`src/rtl/fpu_round_pack.sv`:
```
// fpu_round_pack: round-and-pack stage for single-precision results.
// Two-stage valid/ready pipeline: S1 decides rounding, S2 packs and flags.
module fpu_round_pack (
    input  logic        clk,
    input  logic        rst_n,
    input  logic        in_valid,
    output logic        in_ready,
    input  logic        in_sign,
    input  logic [7:0]  in_exponent,
    input  logic [23:0] in_mantissa,
    input  logic [2:0]  in_guard,
    input  logic        in_nan,
    input  logic        in_inf,
    input  logic        in_zero,
    input  logic [2:0]  in_mode,
    output logic        out_valid,
    input  logic        out_ready,
    output logic [31:0] out_result,
    output logic [4:0]  out_flags
);

    localparam logic [2:0] RM_RTZ = 3'd1;
    localparam logic [2:0] RM_RDN = 3'd2;
    localparam logic [2:0] RM_RUP = 3'd3;
    localparam logic [2:0] RM_RMM = 3'd4;

    logic        s1_valid_q, s1_valid_d;
    logic        s1_sign_q, s1_sign_d;
    logic [7:0]  s1_exp_q, s1_exp_d;
    logic [24:0] s1_sum_q, s1_sum_d;
    logic        s1_inexact_q, s1_inexact_d;
    logic        s1_nan_q, s1_nan_d;
    logic        s1_inf_q, s1_inf_d;
    logic        s1_zero_q, s1_zero_d;
    logic [2:0]  s1_mode_q, s1_mode_d;

    logic        s2_valid_q, s2_valid_d;
    logic [31:0] s2_result_q, s2_result_d;
    logic [4:0]  s2_flags_q, s2_flags_d;

    logic s2_adv;
    logic s1_adv;

    assign s2_adv     = !s2_valid_q || out_ready;
    assign s1_adv     = !s1_valid_q || s2_adv;
    assign in_ready   = s1_adv;
    assign out_valid  = s2_valid_q;
    assign out_result = s2_result_q;
    assign out_flags  = s2_flags_q;

    // S1: decide the round-up increment and capture the incoming beat
    always_comb begin
        logic inexact;
        logic g;
        logic rs;
        logic lsb;
        logic up;
        inexact = |in_guard;
        g       = in_guard[2];
        rs      = |in_guard[1:0];
        lsb     = in_mantissa[0];
        unique case (in_mode)
            RM_RTZ:  up = 1'b0;
            RM_RDN:  up = inexact && in_sign;
            RM_RUP:  up = inexact && !in_sign;
            RM_RMM:  up = g;
            default: up = g && (rs || lsb);
        endcase

        s1_valid_d   = s1_adv ? in_valid : s1_valid_q;
        s1_sign_d    = s1_sign_q;
        s1_exp_d     = s1_exp_q;
        s1_sum_d     = s1_sum_q;
        s1_inexact_d = s1_inexact_q;
        s1_nan_d     = s1_nan_q;
        s1_inf_d     = s1_inf_q;
        s1_zero_d    = s1_zero_q;
        s1_mode_d    = s1_mode_q;
        if (s1_adv && in_valid) begin
            s1_sign_d    = in_sign;
            s1_exp_d     = in_exponent;
            s1_sum_d     = {1'b0, in_mantissa} + {24'd0, up};
            s1_inexact_d = inexact;
            s1_nan_d     = in_nan;
            s1_inf_d     = in_inf;
            s1_zero_d    = in_zero;
            s1_mode_d    = in_mode;
        end
    end

    // S2: resolve carry, overflow and specials into the final word
    always_comb begin
        logic [8:0]  e9;
        logic [22:0] frac;
        logic        to_inf;
        logic [31:0] res;
        logic [4:0]  flg;

        if (s1_sum_q[24]) begin
            e9   = {1'b0, s1_exp_q} + 9'd1;
            frac = s1_sum_q[23:1];
        end else if (s1_exp_q == 8'd0 && s1_sum_q[23]) begin
            e9   = 9'd1;
            frac = s1_sum_q[22:0];
        end else begin
            e9   = {1'b0, s1_exp_q};
            frac = s1_sum_q[22:0];
        end

        unique case (s1_mode_q)
            RM_RTZ:  to_inf = 1'b0;
            RM_RDN:  to_inf = s1_sign_q;
            RM_RUP:  to_inf = !s1_sign_q;
            default: to_inf = 1'b1;
        endcase

        if (s1_zero_q) begin
            res = {s1_sign_q, 31'd0};
            flg = 5'b00000;
        end else if (s1_nan_q) begin
            res = 32'h7FC0_0000;
            flg = {s1_sign_q, 4'b0000};
        end else if (s1_inf_q) begin
            res = {s1_sign_q, 8'hFF, 23'd0};
            flg = 5'b00000;
        end else if (e9 >= 9'd255) begin
            res = to_inf ? {s1_sign_q, 8'hFF, 23'd0}
                         : {s1_sign_q, 8'hFE, 23'h7F_FFFF};
            flg = 5'b00101;
        end else begin
            res = {s1_sign_q, e9[7:0], frac};
            flg = {3'b000,
                   s1_inexact_q && (s1_exp_q == 8'd0),
                   s1_inexact_q};
        end

        s2_valid_d  = s2_adv ? s1_valid_q : s2_valid_q;
        s2_result_d = s2_result_q;
        s2_flags_d  = s2_flags_q;
        if (s2_adv && s1_valid_q) begin
            s2_result_d = res;
            s2_flags_d  = flg;
        end
    end

    // Pipeline registers; reset discards every in-flight beat
    always_ff @(posedge clk or negedge rst_n) begin
        if (!rst_n) begin
            s1_valid_q   <= 1'b0;
            s1_sign_q    <= 1'b0;
            s1_exp_q     <= 8'd0;
            s1_sum_q     <= 25'd0;
            s1_inexact_q <= 1'b0;
            s1_nan_q     <= 1'b0;
            s1_inf_q     <= 1'b0;
            s1_zero_q    <= 1'b0;
            s1_mode_q    <= 3'd0;
            s2_valid_q   <= 1'b0;
            s2_result_q  <= 32'd0;
            s2_flags_q   <= 5'd0;
        end else begin
            s1_valid_q   <= s1_valid_d;
            s1_sign_q    <= s1_sign_d;
            s1_exp_q     <= s1_exp_d;
            s1_sum_q     <= s1_sum_d;
            s1_inexact_q <= s1_inexact_d;
            s1_nan_q     <= s1_nan_d;
            s1_inf_q     <= s1_inf_d;
            s1_zero_q    <= s1_zero_d;
            s1_mode_q    <= s1_mode_d;
            s2_valid_q   <= s2_valid_d;
            s2_result_q  <= s2_result_d;
            s2_flags_q   <= s2_flags_d;
        end
    end

endmodule

```
`config.mk`:
```
export PLATFORM = sky130hd
export DESIGN_NAME = fpu_round_pack
export DESIGN_NICKNAME = d
export VERILOG_FILES = /design/src/rtl/fpu_round_pack.sv
export SDC_FILE = /design/constraint.sdc
export NUM_CORES = 1
export LEC_CHECK = 0
export ABC_AREA = 1
export CAP_MARGIN = 20
export CORE_ASPECT_RATIO = 0.5
export CORE_MARGIN = 2
export CORE_UTILIZATION = 35
export CTS_BUF_LIST = sky130_fd_sc_hd__clkbuf_2
export DETAILED_ROUTE_END_ITERATION = 8
export MAX_ROUTING_LAYER = met4
export PLACE_DENSITY = 0.57
export SYNTH_ARGS = -nofsm -noshare
export SYNTH_HDL_FRONTEND = slang
export SYNTH_SLANG_ARGS = --single-unit
```
`constraint.sdc`:
```
create_clock -name clk -period 4.5 [get_ports clk]
set_input_delay 0.9 -clock clk [delete_from_list [all_inputs] [get_ports clk]]
set_output_delay 0.9 -clock clk [all_outputs]
set_load 0.02 [all_outputs]
```
==> impl_metrics.csv <==
group,metric,value,unit
routing,wl,10100,microns
global_routing,grt_pass1_wl,17600,microns
synthesis,synthMuxAreaShare,0,%
global_routing,top_usage_layer,"met2",
synthesis,avgSynthCellArea,7.99,sq um
timing,worst_slew_pin_slew,0.646,ns
floorplanning,num_io_pins,85,
timing,max_slew_margin,56.7,%
timing,hold_viol,0,
run,maxCapViolCount,0,
clock_network,hold_buffers,0,
place,io_buffers,83,
final_layout,finalCoreUtilization,45.0,%
routing,viasPerCell,4.68,
status,status,"completed",
power_and_ir_drop,vdd_ir_drop_max,0.188,mV
synthesis,synth_top_family_by_area,"simple AND/OR/NAND/NOR gates",
setup_path,cpPeakStageDelay,0.54,ns
synthesis,synthFlopType,"dfrtp_1",
clock_network,cts_resized,0,
setup_path,worst_ep_required_time,4.94,ns
routing,via_count,3723,
floorplanning,die_w,162,microns
floorplanning,core_area,12000,sq um
routing,wl_per_cell,12.7,microns
global_routing,overflow,0,
synthesis,synth_cell_type_count,36,
timing,rsz0062_at_grt,"no",
floorplanning,start_util,36.5,%
synthesis,postSynthCellCount,548,
synthesis,synth_xor_area_share,4.17,%
setup_path,slowest_stage,"clkdlybuf4s50_1",
place,gp_congestion,0.798,
setup_path,cp_num_buf_inv,1,
synthesis,yosysWarningCount,0,
global_routing,grt_pass1_vias,3649,
timing,fin_crit,3.08,ns
clock_network,cts_made_buffers,9,
clock_network,postCtsSetupBuffers,0,
synthesis,syn_nets,598,
routing,drt_iter0_drc,221,
final_layout,syn_to_final_growth,23.3,%
timing,max_freq,0.325,GHz
timing,tns,0,ns
global_routing,antenna_found_initial,1,
setup_path,path_max_fanout,4,
floorplanning,die_y,83.1,microns
setup_path,crit_chain,"clkdlybuf4s50_1, xor2_1, nand4_1, nand2_1, ha_1, ha_1, nand3_1, nor2_1, nand3_1, nor3_1, nand4_1, xnor2_1, nand2_1, nand2_1",
timing,timing.final.crit_share,68.5,%
timing,setup_viol_count_final,0,
timing,clock_skew,0.0240,ns
clock_network,cts_num_sinks,79,
routing,drt-pass1-iter-count,4,
global_routing,grt_util_met1,21.2,%
final_layout,drive_above_1_share,12.9,%
power_and_ir_drop,p_leak,2.48,nW
synthesis,ys_async_sr_fraction,100,%
setup_path,r2r-start,"s1_sum_q[24]",
setup_path,cp-end-kind,"register",
timing,final_max_slew_viol_count,0,
clock_network,h-tree-depth,3,
setup_path,regToRegSetupSlack,1.91,ns
power_and_ir_drop,power.density,337,nW/um^2
setup_path,worst_r2r_path_depth,12,
setup_path,arrival,3.52,ns
setup_path,cp-startpoint,"in_mode[0]",
clock_network,clkTransAtPathRegs,0.21,ns
floorplanning,dieArea,13500,sq um
routing,drcViolationCount,0,
clock_network,tritoncts,"built",
synthesis,synth-compound-area-share,15.2,%
setup_path,timing.rr.end,"out_result[0]",
clock_network,worstSkewPairLatency,0.53,ns
setup_path,cp.depth,14,
synthesis,synth_seq_area_share,45.1,%
clock_network,root_buffer,"clkbuf_2",
routing,final_antenna_net_count,0,
global_routing,grt_max_degree,80,
global_routing,grt_usage,16.8,%
setup_path,cp-start-kind,"primary input",
setup_path,path_common_cell,"nand2_1",
synthesis,synth-adder-area-share,1.14,%
synthesis,yosys.area_share.simple,26.0,%
synthesis,synth-edff-count,0,
final_layout,fin_nets,674,
place,hpwl,7580,microns
clock_network,clockBufferDepth,2,
synthesis,netlist_area,4380,sq um
global_routing,met2_usage,27.4,%
setup_path,crit_type,"primary input to register",
setup_path,path_delay_family,"simple AND/OR/NAND/NOR gates",
global_routing,use_met3,4.20,%
synthesis,synth_seq_cells,79,
floorplanning,rows,28,
hold_path,hp-class,"primary input to asynchronous set/reset pin",
[per-stage QoR]
step	std cells	total power [mW]	worst slack, ns	instance area, sq um	hold WS [ns]
2_1_floorplan	548	1.27	1.79	4380	0.449
3_3_place_gp	777	1.54	0.962	5300	0.467
3_5_place_dp	777	1.54	0.879	5300	0.467
4_1_cts	793	1.85	1.46	5370	0.500
5_1_grt	795	1.96	1.12	5400	0.0437
6_report	795	1.82	1.42	5400	0.151
[sequential cells by signal (all words and copies together) (netlist names), 3 cells and up]
signal and flops:
s1_exp_q 8, out_result 32, s1_sum_q 25, out_flags 4
s1_mode_q 3
[worst max-delay path by stage]
stage / end / slack, ns
after detailed placement: s1_sum_q[22] / 0.88
after CTS: s1_sum_q[22] / 1.46
after global placement: s1_sum_q[22] / 0.96
after floorplan: s1_sum_q[22] / 1.79
final: s1_sum_q[22] / 1.42
after global routing: s1_sum_q[22] / 1.12
[power breakdown]
part / total, mW / switching (mW) / internal [mW]
logic: 0.617 / 0.348 / 0.269
registers: 0.904 / 0.0742 / 0.829
clock network: 0.303 / 0.236 / 0.0668
total: 1.82 / 0.658 / 1.16
[layer usage]
layer | part of all wire [%] | vias to the layer above
li1 | - | 1914
met2 | 47 | 64
met3 | 3.9 | 9
met4 | 0.97 | 0
met1 | 48 | 1736
met5 | 0 | -
[logic make-up (layout without fill, tap and decap cells)]
logic type,after synthesis,after routing
DFF,79,79
xor gates and xnor gates,20,20
adders and majority gates,4,4
buffers and inverters,78,159
other,1,2
AOI/OAI and AO/OA,101,101
and+or+nand+nor,265,265
[Yosys cell counts (2+ instances only)]
master | count | area, sq um
xnor2_1 | 6 | 52.6
inv_2 | 2 | 7.51
nor2_1 | 19 | 71.3
nand2_1 | 187 | 702
buf_12 | 2 | 40.0
o31ai_1 | 2 | 15.0
nor2_2 | 5 | 31.3
xor2_1 | 13 | 114
o21ai_1 | 10 | 50.1
dfrtp_1 | 79 | 1980
nand2_2 | 8 | 50.1
o21ai_2 | 20 | 175
nand3_2 | 3 | 30.0
inv_1 | 52 | 195
nand3_1 | 14 | 70.1
o21ai_0 | 40 | 200
a21oi_1 | 5 | 25.0
buf_6 | 4 | 45.0
clkbuf_1 | 14 | 52.6
buf_1 | 2 | 7.51
nor2_4 | 2 | 22.5
nand4_1 | 13 | 81.3
nor3_1 | 10 | 50.1
ha_1 | 4 | 50.1
a21oi_2 | 19 | 166
o22ai_1 | 3 | 18.8
[cell type report]
class / count / area [sq um]
Clock buffer: 10 / 50.0
Tap cell: 165 / 206
Timing Repair Buffer: 89 / 893
Antenna cell: 1 / 2.50
Multi-Input combinational cell: 391 / 2040
Sequential cell: 79 / 1980
Fill cell: 1231 / 6610
Inverter: 54 / 203
Clock inverter: 6 / 27.5
[cell usage in the layout, fill, tap and decap left out, drive strengths merged, types with 3 or more instances in the layout]
| cell type | synthesis | layout |
|---|---|---|
| buf | 10 | 7 |
| o22ai | 3 | 3 |
| xor2 | 13 | 13 |
| nand3 | 17 | 17 |
| a21oi | 24 | 24 |
| ha | 4 | 4 |
| dfrtp | 79 | 79 |
| xnor2 | 7 | 7 |
| clkinv | 0 | 5 |
| clkdlybuf4s50 | 0 | 82 |
| clkbuf | 14 | 10 |
| nor3 | 10 | 10 |
| inv | 54 | 54 |
| nor2 | 26 | 26 |
| nand4 | 13 | 13 |
| o21ai | 70 | 70 |
| nand2 | 196 | 196 |
No activity file was read; power rests on OpenSTA's default activity.
==> variant 1 (same settings) <==
`s2_result_q` no longer has a reset.
--- a/src/rtl/fpu_round_pack.sv
+++ b/src/rtl/fpu_round_pack.sv
@@ -156,7 +156,6 @@
             s1_zero_q    <= 1'b0;
             s1_mode_q    <= 3'd0;
             s2_valid_q   <= 1'b0;
-            s2_result_q  <= 32'd0;
             s2_flags_q   <= 5'd0;
         end else begin
             s1_valid_q   <= s1_valid_d;
@@ -169,10 +168,13 @@
             s1_zero_q    <= s1_zero_d;
             s1_mode_q    <= s1_mode_d;
             s2_valid_q   <= s2_valid_d;
-            s2_result_q  <= s2_result_d;
             s2_flags_q   <= s2_flags_d;
         end
     end
 
+    always_ff @(posedge clk) begin
+        s2_result_q <= s2_result_d;
+    end
+
 endmodule
 
Formal check against the unedited RTL: differs if rst_n is asserted again (counterexample within 4 cycles, from zero or initial values and one cycle with rst_n low); with rst_n held inactive, the same outputs for 10 cycles.
==> variant 1 against the original RTL <==
Cell area fell by 1.0%. Wire length rose by 1.7%. Via count fell by 2.0%. Count of clock-buffer cells in the layout rose by 3. Global-route usage rose by 0.32 points. Power fell by 3.7%. Clock power rose by 6%. Register-to-register slack got worse by 0.52 ns. Setup slack got worse by 0.033 ns. Area after synthesis fell by 1.5%. Sequential cell count did not move. Critical path type is now register to register. Highest routed layer unchanged.
==> variant 1: results (changes against the original RTL) <==
INFO  metric routed_wire_length_per_instance = 13.3 microns (+5.0%)
INFO  metric synthDistinctLibCells = 37 (+2.8%)
INFO  metric detail_route.first_pass.iterations = 5 (+1)
INFO  metric cell_internal_power = 0.00116 W (-0.25%)
INFO  metric synth_edf_count = 32 (+32)
INFO  metric route.detailed.vias_per_inst = 4.74 (+1.2%)
INFO  metric whs = 0.290 ns (+0.139 ns)
INFO  metric arrival = 3.44 ns (-0.08 ns)
INFO  metric wirelength_met1 = 5020 microns (+3.8%)
INFO  metric critPathCapture = out_result[22]
INFO  metric cpPeakStageDelay = 0.92 ns (+0.38 ns)
INFO  metric drt-initial-drc-count = 220 (-0.45%)
INFO  metric place_area = 5270 sq um (-0.50%)
INFO  metric layout.nets = 650 (-3.6%)
INFO  metric post-place-cells = 754 (-3.0%)
INFO  metric grt.total_usage = 17.1% (+0.32 points)
INFO  metric fin_skew = 0.0213 ns (-0.00267 ns)
INFO  metric total_leakage_power = 2.26 nW (-8.8%)
INFO  metric vdd_drop_max = 0.000115 V (-39%)
INFO  metric slew-limit-headroom = 37.2% (-20 points)
INFO  metric gp_routability_congestion = 0.861 (+7.9%)
INFO  metric sequentialPower = 0.000929 W (+2.8%)
INFO  metric fin_crit_period = 3.11 ns (+0.0328 ns)
INFO  metric run_status = completed
INFO  metric dr_wl_met3 = 431 microns (+8.6%)
INFO  metric grt_antenna_before_repair = 0 (-1)
INFO  metric grt_start_max_net_pins = 47 (-41%)
INFO  metric synth_fp_nets = 575 (-3.8%)
INFO  metric asyncSetResetFlopFracSynth = 59.5% (-41 points)
INFO  metric power_combinational = 0.000507 W (-18%)
INFO  metric r2r_slack = 1.39 ns (-0.52 ns)
INFO  metric crit_path_start = s1_sum_q[24]
INFO  metric global_route_wire_length_before_repair = 17,200 microns (-2.2%)
INFO  metric synth.top_cells.by_area = sky130_fd_sc_hd__dfrtp_1 (27%), sky130_fd_sc_hd__edfxtp_1 (22%), sky130_fd_sc_hd__nand2_1 (13%), sky130_fd_sc_hd__o21ai_0 (6.7%), sky130_fd_sc_hd__nand3_1 (5.8%)
INFO  metric timing.critical_path.slowest_stage_cell = sky130_fd_sc_hd__dfrtp_1
INFO  metric critical_path.max_fanout = 26 (+22)
INFO  metric first_global_vias = 3,648 (-0.027%)
INFO  metric placement.setup.worst_slack = 0.884 ns (+0.00509 ns)
-- variant 1: changes by cell type after synthesis, moves of 18 or more --
cell | before | now
sky130_fd_sc_hd__nand2_1 | 187 | 144
sky130_fd_sc_hd__nand3_1 | 14 | 50
sky130_fd_sc_hd__dfrtp_1 | 79 | 47
sky130_fd_sc_hd__edfxtp_1 | 0 | 32
sky130_fd_sc_hd__o21ai_2 | 20 | 0
sky130_fd_sc_hd__o21ai_0 | 40 | 58
-- variant 1: cell families after synthesis --
logic type                 count (synthesis)  synth area share [%]
and+or+nand+nor                          254                  25.6
AOI/OAI and AO/OA                         99                  13.6
DFF                                       79                  49.5
buffers and inverters                     72                  6.78
xor gates and xnor gates                  16                  3.25
adders and majority gates                  4                  1.16
other                                      1                0.0869
-- variant 1: cell type report --
type / instances / area (sq um)
timing repair buffer: 87 / 856
clock buffer: 13 / 65.1
fill: 1248 / 6570
inverter: 49 / 184
sequential: 79 / 2140
tap: 165 / 206
clock inverter: 3 / 12.5
multi-input combinational: 374 / 1890
==> variant 2 (same flow settings) <==
Made on the original files. Reset style: synchronous (`rst_n`), changed in one clocked block.
--- a/src/rtl/fpu_round_pack.sv
+++ b/src/rtl/fpu_round_pack.sv
@@ -144,7 +144,7 @@
     end
 
     // Pipeline registers; reset discards every in-flight beat
-    always_ff @(posedge clk or negedge rst_n) begin
+    always_ff @(posedge clk) begin
         if (!rst_n) begin
             s1_valid_q   <= 1'b0;
             s1_sign_q    <= 1'b0;
Formal check against the unedited RTL: differs if rst_n is asserted again (counterexample within 4 cycles, from zero or initial values and one cycle with rst_n low); with rst_n held inactive, the same outputs for 10 cycles.
==> variant 2 against the original RTL <==
Cell area fell by 4.5%. Sequential cell count did not move. Global-route usage rose by 0.82 points. Setup slack got worse by 0.15 ns. Wire length rose by 1.4%. Area after synthesis fell by 5.8%. Via count rose by 7.5%. Count of clock-buffer cells in the layout did not move. Die area fell by 5.6%. Largest cell class unchanged. Highest routed layer unchanged.
Power is not compared: it rests on default switching activity, and its combinational part moved more than twofold at a synthesized area within 25%.
==> variant 2: results (changes against the original RTL) <==
INFO  metric run_status = completed
INFO  metric asyncSetResetFlopFracSynth = 0% (-100 points)
INFO  metric dr_wl_met3 = 375 microns (-5.5%)
INFO  metric inverters_excl_clock = 70 (+30%)
INFO  metric global_route_wire_length_before_repair = 17,200 microns (-2.3%)
INFO  metric drt-initial-drc-count = 167 (-24%)
INFO  metric placementRows = 27 (-3.6%)
INFO  metric route.vias.total = 4,001 (+7.5%)
INFO  metric synth_fp_nets = 651 (+8.9%)
INFO  metric detail_route.first_pass.iterations = 6 (+2)
INFO  metric first_global_vias = 3,833 (+5.0%)
INFO  metric r2r_slack = 2.24 ns (+0.33 ns)
INFO  metric wirelength_met1 = 5080 microns (+5.1%)
INFO  metric synth.yosys.seq_area_share = 38.3% (-6.8 points)
INFO  metric synth.top_cells.by_count = sky130_fd_sc_hd__nand2_1 (140), sky130_fd_sc_hd__dfxtp_1 (79), sky130_fd_sc_hd__a21oi_1 (75)
INFO  metric detail_route.wirelength = 10,200 microns (+1.4%)
INFO  metric reg2reg_depth = 14 (+2)
INFO  metric critPathCapture = s1_sum_q[22]
INFO  metric yosys.area_share.adder = 1.21% (+0.070 points)
INFO  metric fin_skew = 0.0185 ns (-0.00543 ns)
INFO  metric fraction_of_area_in_multi_input_gates = 41.3% (+3.4 points)
INFO  metric gp_routability_congestion = 0.833 (+4.4%)
INFO  metric synth-compound-area-share = 19.2% (+3.9 points)
INFO  metric critical_path.reg2reg.startpoint = s1_sum_q[24]
INFO  metric hpwlAfterDp = 7660 microns (+1.0%)
INFO  metric synth.top_cells.by_area = sky130_fd_sc_hd__dfxtp_1 (38%), sky130_fd_sc_hd__nand2_1 (13%), sky130_fd_sc_hd__a21oi_1 (9.1%), sky130_fd_sc_hd__o21ai_0 (7.5%), sky130_fd_sc_hd__inv_1 (6.0%)
INFO  metric detailroute.wirelength.met2 = 4670 microns (-2.3%)
INFO  metric final_layout_size_suffix_gt1_share = 6.97% (-5.9 points)
INFO  metric nMultiInputCombCells = 420 (+7.4%)
INFO  metric grt_antenna_before_repair = 0 (-1)
INFO  metric placement.setup.worst_slack = 0.770 ns (-0.108 ns)
INFO  metric place_area = 5060 sq um (-4.4%)
INFO  metric non_clock_buffers = 90 (+1.1%)
INFO  metric yosys.area_share.xor_xnor = 4.64% (+0.47 points)
INFO  metric netlist_instances = 601 (+9.7%)
INFO  metric insertedDiodeCount = 0 (-1)
INFO  metric use_met2 = 28.5% (+1.1 points)
INFO  metric whs = 0.477 ns (+0.326 ns)
INFO  metric grt_met1_use = 22.0% (+0.80 points)
INFO  metric routed_wire_length_per_instance = 12.3 microns (-3.2%)
INFO  metric grt_start_max_net_pins = 42 (-48%)
INFO  metric holdCritPathClass = register to register
INFO  metric area.share.sequential = 30.6% (-5.9 points)
INFO  metric fill_cells = 1,198 (-2.7%)
INFO  metric synthDistinctLibCells = 40 (+11%)
INFO  metric clock_cell_area_share = 1.94% (+0.50 points)
-- variant 2: critical path: stages --
cell and delay, ns:
sky130_fd_sc_hd__clkdlybuf4s50_1 0.46, sky130_fd_sc_hd__nor3_1 0.23, sky130_fd_sc_hd__o311ai_0 0.13, sky130_fd_sc_hd__nand2_1 0.08, sky130_fd_sc_hd__ha_1 0.17, sky130_fd_sc_hd__ha_1 0.20
sky130_fd_sc_hd__nand3_1 0.12, sky130_fd_sc_hd__nor2_1 0.21, sky130_fd_sc_hd__nand2_1 0.16, sky130_fd_sc_hd__inv_1 0.10, sky130_fd_sc_hd__nand4_1 0.15, sky130_fd_sc_hd__nor4_2 0.31
sky130_fd_sc_hd__nand3_1 0.15, sky130_fd_sc_hd__nand2_1 0.09, sky130_fd_sc_hd__nand2_1 0.05, sky130_fd_sc_hd__o21ai_1 0.12, sky130_fd_sc_hd__inv_1 0.04
